--- src/rtl/preg_free_list_ctrl.sv ---
// Physical-register free list (circular FIFO) plus per-preg ready scoreboard for rename/issue.
// Latency: grant and readiness are combinational; the list and the ready bits update on the next edge.
// Backpressure: alloc_gnt drops while the list is empty; a free into a full list is dropped and flagged.
module preg_free_list_ctrl #(
    parameter int NUM_PREGS  = 64,
    parameter int NUM_AREGS  = 32,
    parameter int PREG_W     = $clog2(NUM_PREGS),
    parameter int FREE_DEPTH = NUM_PREGS - NUM_AREGS
) (
    input  logic              clk,
    input  logic              reset,
    input  logic              alloc_req,
    output logic              alloc_gnt,
    output logic [PREG_W-1:0] alloc_preg,
    input  logic              free_valid,
    input  logic [PREG_W-1:0] free_preg,
    input  logic              wb_valid,
    input  logic [PREG_W-1:0] wb_preg,
    input  logic [PREG_W-1:0] ps1,
    input  logic [PREG_W-1:0] ps2,
    output logic              ps1_ready,
    output logic              ps2_ready,
    output logic [PREG_W-1:0] free_count,
    output logic              overflow_err
);

    localparam int PTR_W = $clog2(FREE_DEPTH);
    localparam int CNT_W = $clog2(FREE_DEPTH + 1);
    localparam logic [CNT_W-1:0] FULL_CNT = CNT_W'(FREE_DEPTH);
    localparam logic [PTR_W-1:0] LAST_PTR = PTR_W'(FREE_DEPTH - 1);

    logic [PREG_W-1:0]    entries_q [FREE_DEPTH];
    logic [PREG_W-1:0]    entries_d [FREE_DEPTH];
    logic [PTR_W-1:0]     head_q, head_d;
    logic [PTR_W-1:0]     tail_q, tail_d;
    logic [CNT_W-1:0]     count_q, count_d;
    logic [NUM_PREGS-1:0] ready_q, ready_d;
    logic                 overflow_q, overflow_d;

    logic free_ok;
    logic push;

    function automatic logic [PTR_W-1:0] ptr_inc(input logic [PTR_W-1:0] p);
        return (p == LAST_PTR) ? '0 : p + 1'b1;
    endfunction

    assign alloc_gnt    = alloc_req && (count_q != '0);
    assign alloc_preg   = entries_q[head_q];
    assign free_count   = PREG_W'(count_q);
    assign overflow_err = overflow_q;

    // p0 is hardwired to x0; a same-cycle writeback is bypassed to the query.
    assign ps1_ready = (ps1 == '0) || ready_q[ps1] || (wb_valid && (wb_preg == ps1));
    assign ps2_ready = (ps2 == '0) || ready_q[ps2] || (wb_valid && (wb_preg == ps2));

    always_comb begin
        entries_d  = entries_q;
        head_d     = head_q;
        tail_d     = tail_q;
        count_d    = count_q;
        ready_d    = ready_q;
        overflow_d = overflow_q;

        free_ok = free_valid && (free_preg != '0);
        push    = free_ok && (count_q != FULL_CNT);

        if (free_ok && (count_q == FULL_CNT)) begin
            overflow_d = 1'b1;
        end

        if (push) begin
            entries_d[tail_q] = free_preg;
            tail_d            = ptr_inc(tail_q);
        end

        if (alloc_gnt) begin
            head_d = ptr_inc(head_q);
        end

        if (push && !alloc_gnt) begin
            count_d = count_q + 1'b1;
        end else if (alloc_gnt && !push) begin
            count_d = count_q - 1'b1;
        end

        // Allocation is applied after writeback so a fresh mapping always starts not-ready.
        if (wb_valid) begin
            ready_d[wb_preg] = 1'b1;
        end
        if (alloc_gnt) begin
            ready_d[alloc_preg] = 1'b0;
        end
    end

    always_ff @(posedge clk) begin
        if (reset) begin
            for (int i = 0; i < FREE_DEPTH; i++) begin
                entries_q[i] <= PREG_W'(NUM_AREGS + i);
            end
            head_q     <= '0;
            tail_q     <= '0;
            count_q    <= FULL_CNT;
            ready_q    <= '1;
            overflow_q <= 1'b0;
        end else begin
            entries_q  <= entries_d;
            head_q     <= head_d;
            tail_q     <= tail_d;
            count_q    <= count_d;
            ready_q    <= ready_d;
            overflow_q <= overflow_d;
        end
    end

endmodule

--- config.mk ---
export PLATFORM = sky130hd
export DESIGN_NAME = preg_free_list_ctrl
export DESIGN_NICKNAME = d
export VERILOG_FILES = /design/src/rtl/preg_free_list_ctrl.sv
export SDC_FILE = /design/constraint.sdc
export NUM_CORES = 1
export LEC_CHECK = 0
export ABC_AREA = 1
export CORE_AREA = 5 5 159 161
export CTS_BUF_LIST = sky130_fd_sc_hd__clkbuf_8
export DETAILED_ROUTE_END_ITERATION = 7
export DIE_AREA = 0 0 164 166
export PLACE_DENSITY = 0.79
export RECOVER_POWER = 100
export SLEW_MARGIN = 20
export SYNTH_ARGS = -nofsm -noshare
export SYNTH_HDL_FRONTEND = slang
export SYNTH_SLANG_ARGS = --single-unit
--- constraint.sdc ---
create_clock -name clk -period 4.44 [get_ports clk]
set_input_delay 0.888 -clock clk [delete_from_list [all_inputs] [get_ports clk]]
set_output_delay 0.888 -clock clk [all_outputs]
set_load 0.02 [all_outputs]
==> impl_summary.txt <==
----------------------------------------------------
[Status]
  Outcome ... finished with violations
  Failing checks ... max-capacitance violations, max-slew violations

[Floorplanning]
  Ports placed on the boundary ... 45
  Die width ... roughly 160 µm
  Count of standard-cell rows ... 57
  Starting density of the core ... between 50% and 60%
  Die ar. ... around 0.027 mm²
  Area of the core ... 0.0238 mm²
  Die height ... 166 µm

[Setup path]
  Kind of end point of the critical path ... output pin
  Critical Path Slowest Stage Cell ... a2111oi_0
  Endpoint arrival time on the critical path ... 3.41 ns
  Start-to-end type of the worst setup path ... input pin to output pin
  Ordered list of cells on the worst path ... clkdlybuf4s50_1 -> clkbuf_2 -> o22ai_1 -> a2111oi_0 -> a21oi_1 -> nand3_1 -> clkdlybuf4s50_1
  Highest net fanout along the worst path ... 23
  Critical Path Max Stage Delay ... between 0.6 and 0.7 ns
  R2R setup slack ... 0.70 ns
  Buffers & Inverters on Critical Path ... 3
  Data required time at the worst endpoint ... 3.55 ns
  Launch point of the worst reg-to-reg path ... head_q[3]$_SDFFE_PP0N_
  Launching element of the worst setup path ... ps2[1]
  Most prevalent standard cell on the critical path ... clkdlybuf4s50_1
  Cell family with most CP delay ... buffers and inverters
  Element type at the critical path start ... input pin

[Final layout]
  Filler Cell Count ... 2269
  Core utilization of the finished layout ... 64.4%
  # nets final ... 2181
  Cell area after layout ... 0.0153 mm²
  Most common cell after layout, fill and taps aside ... nand2_1
  Area added between synthesis and finish ... 10.2%
  Highest-count cells in the layout ignoring fill and taps ... nand2_1 (557), nor2_1 (275), dfxtp_1 (270), o21ai_0 (224), nand3_1 (215)
  Ant. Diodes ... 0
  Share of post-route cells with drive strength above 1 ... 6.54%

[Yosys]
  Yosys top cell by area ... dfxtp_1
  Summed instance area of the synthesized netlist ... 0.0139 mm²
  Number of synthesized flops with an enable pin ... 0
  Ys flop type ... dfxtp_1
  Share of the synthesized area in the top cell type ... 39.2%
  Post-synthesis register bit count ... ~270
  Number of warnings printed during yosys synthesis ... 0
  Mean cell area of the mapped netlist ... around 6.5 µm²
  Count of different cell masters after synthesis ... 37
  Post-Syn Instances ... 2134
  Most area-consuming cells after synthesis ... dfxtp_1 (39%), nand2_1 (15%), o21ai_0 (7.9%), nand3_1 (7.7%), nor2_1 (7.3%)
  Part of the Yosys area used for sequential elements ... roughly two fifths
  Synthesized Nets ... 2176
  Synth async-reset ratio ... 0%

[STA]
  Final hold violation count ... 0
  Min Tclk post-route ... 4.30 ns
  Worst clock skew on the final layout ... slightly above 0.03 ns
  Highest clock rate ... 233 MHz
  Max-Slew Margin vs Limit ... -5.14%
  Unrepaired setup endpoints after global routing ... false
  Crit share post-route ... 96.8%
  Slew of the pin with the lowest slew margin ... 1.57 ns
  Setup_tns ... 0 ns
  Number of setup violations in the final report ... 0
  Count of pins over their slew limit ... 9

[Global routing]
  Pin count of the biggest net entering global routing ... 128
  Vias in the first global route ... 13000
  Number of antenna violations at the first check in global routing ... 1
  Total grt overflow ... 0
  Total Routing Usage GR ... 29.9%
  First-pass GRT wire length ... 66.8 mm

[Power and ir drop]
  Net switching power figure ... 2.25 mW
  Sequential Power Share ... 40.4%
  Sw Ratio ... 34.4%
  Worst IR drop on VDD ... 0.383 mV
  Internal cell power ... about 4.3 mW
  Leakage power ... 7.08 nW
  Power share of the clock group ... 34.5%
  Comb pwr share ... between 20 and 30%
  Total power divided by cell area ... 426 mW/mm²
  Pwr Total ... 6.54 mW

[Hold path]
  Worst min path class ... flop to flop
  Beginning of the worst hold path ... entries_q[139]$_SDFFE_PP0P_

[Clock tree]
  Clock tree from TritonCTS ... built
  Clock root buffer master ... clkbuf_8
  Count of clock tree sinks ... 273
  Num CTS Buffers ... 46
  Post-CTS clock slew at the launch and capture registers of the worst setup and hold paths ... 0.06 ns
  H-tree depth reported by CTS ... 2
  Maximum buffer depth of the clock tree ... 3
  Insertion delay to the later sink of the worst-skew pair ... slightly below 0.6 ns

[Detailed routing]
  Number of nets with antenna violations after detailed routing ... 0
  Final wirelength ... 41.8 mm
  Routed vias ... 14200
  Violation count after the first detailed-route iteration ... 1350
  # DRC ... 0
  TritonRoute pass-1 iters ... 6
  Routed length per instance ... 16.7 µm
  Vias per inst ... roughly 5.7

[Place]
  Detailed Place HPWL ... 27.7 mm
  Weighted congestion reported at the end of routability-driven placement ... between 0.9 and 1
  PortBufs ... 44
  Post-Place Cell Area ... 0.0145 mm²

[Job]
  Count of max-cap constraint violations ... 1

----------------------------------------------------
power by group through the flow:
stage / clock network [mW] / registers, mW / logic [mW]
after floorplan: 0 / 2.70 / 1.13
after global placement: 0 / 2.69 / 1.62
after detailed placement: 0 / 2.69 / 1.65
after CTS: 2.28 / 2.64 / 1.66
after global routing: 2.40 / 2.65 / 1.80
final: 2.25 / 2.64 / 1.64
state kept, by name, indices dropped and copies added, names as in the netlist:
| register | count |
|---|---|
| entries_q | 192 |
| overflow_err | 1 |
| head_q | 5 |
| ready_q | 64 |
| tail_q | 5 |
| free_count | 6 |
per-stage QoR:
step,worst slack (ns),instances,hold WS (ns)
after detailed placement,0.412,2415,0.444
after global placement,0.366,2415,0.437
after CTS,0.0961,2494,0.452
final,0.143,2494,0.453
after global routing,0.0446,2494,0.469
after floorplan,1.28,2134,0.429
synth_stat cells (8+ instances only):
| library cell | count |
|---|---|
| o21ai_1 | 27 |
| ha_1 | 12 |
| inv_1 | 163 |
| o21ai_0 | 219 |
| buf_2 | 21 |
| nand2_2 | 12 |
| nand3_1 | 215 |
| o22ai_1 | 11 |
| nor3_1 | 8 |
| inv_2 | 23 |
| a21oi_1 | 109 |
| nand2_1 | 556 |
| o21bai_1 | 22 |
| nor2_1 | 272 |
| o211ai_1 | 51 |
| dfxtp_1 | 273 |
| clkbuf_1 | 71 |
per-layer routing:
| layer | wire (µm) | GRT usage, % | share of wire [%] |
|---|---|---|---|
| met1 | 18000 | 42.2 | 43 |
| met2 | 18800 | 46.8 | 45 |
| met3 | 4140 | 6.25 | 9.9 |
| met4 | 880 | 7.91 | 2.1 |
| met5 | 0 | 0 | 0 |
tightest hold or removal path, delay by kind of cell (launching register included):
| family | cells | cell delay (ns) |
|---|---|---|
| buf+inv | 1 | 0.06 |
| flops | 1 | 0.29 |
| compound gates | 1 | 0.05 |
worst paths after layout:
| kind | endpoint | cells after the start |
|---|---|---|
| worst min register to register | entries_q[139]$_SDFFE_PP0P_ | 2 |
| worst max register to register | ready_q[4]$_SDFF_PP1_ | 11 |
| worst max-delay path | ps2_ready | 7 |
| worst min-delay path | entries_q[139]$_SDFFE_PP0P_ | 2 |
timing repair:
action | in CTS | in global routing
resized for setup | 0 | 1
setup buffers | 0 | 0
hold buffers | 0 | 0
endpoints found under the setup margin | 0 | 2
layout make-up:
cell class	instances	area (µm²)	area share [%]
clock inverters	21	123	0.799
well taps	324	405	2.64
flip-flops and latches	273	5470	35.6
multi-input cells	1555	7180	46.8
clock buffers	58	798	5.20
inverters	195	743	4.84
repair buffers	68	631	4.11
cell families (layout without fill, tap and decap cells):
kind of cell,Yosys count,in the layout,synth area share (%)
AND/OR/NAND/NOR,1090,1090,32.6
buffers and inverters,306,342,9.00
XOR/XNOR,6,6,0.377
flip-flops,273,273,39.2
AO/OA/AOI/OAI,446,446,17.6
adder cells (fa/ha/maj),13,13,1.22
No activity file was read; power rests on OpenSTA's default activity.
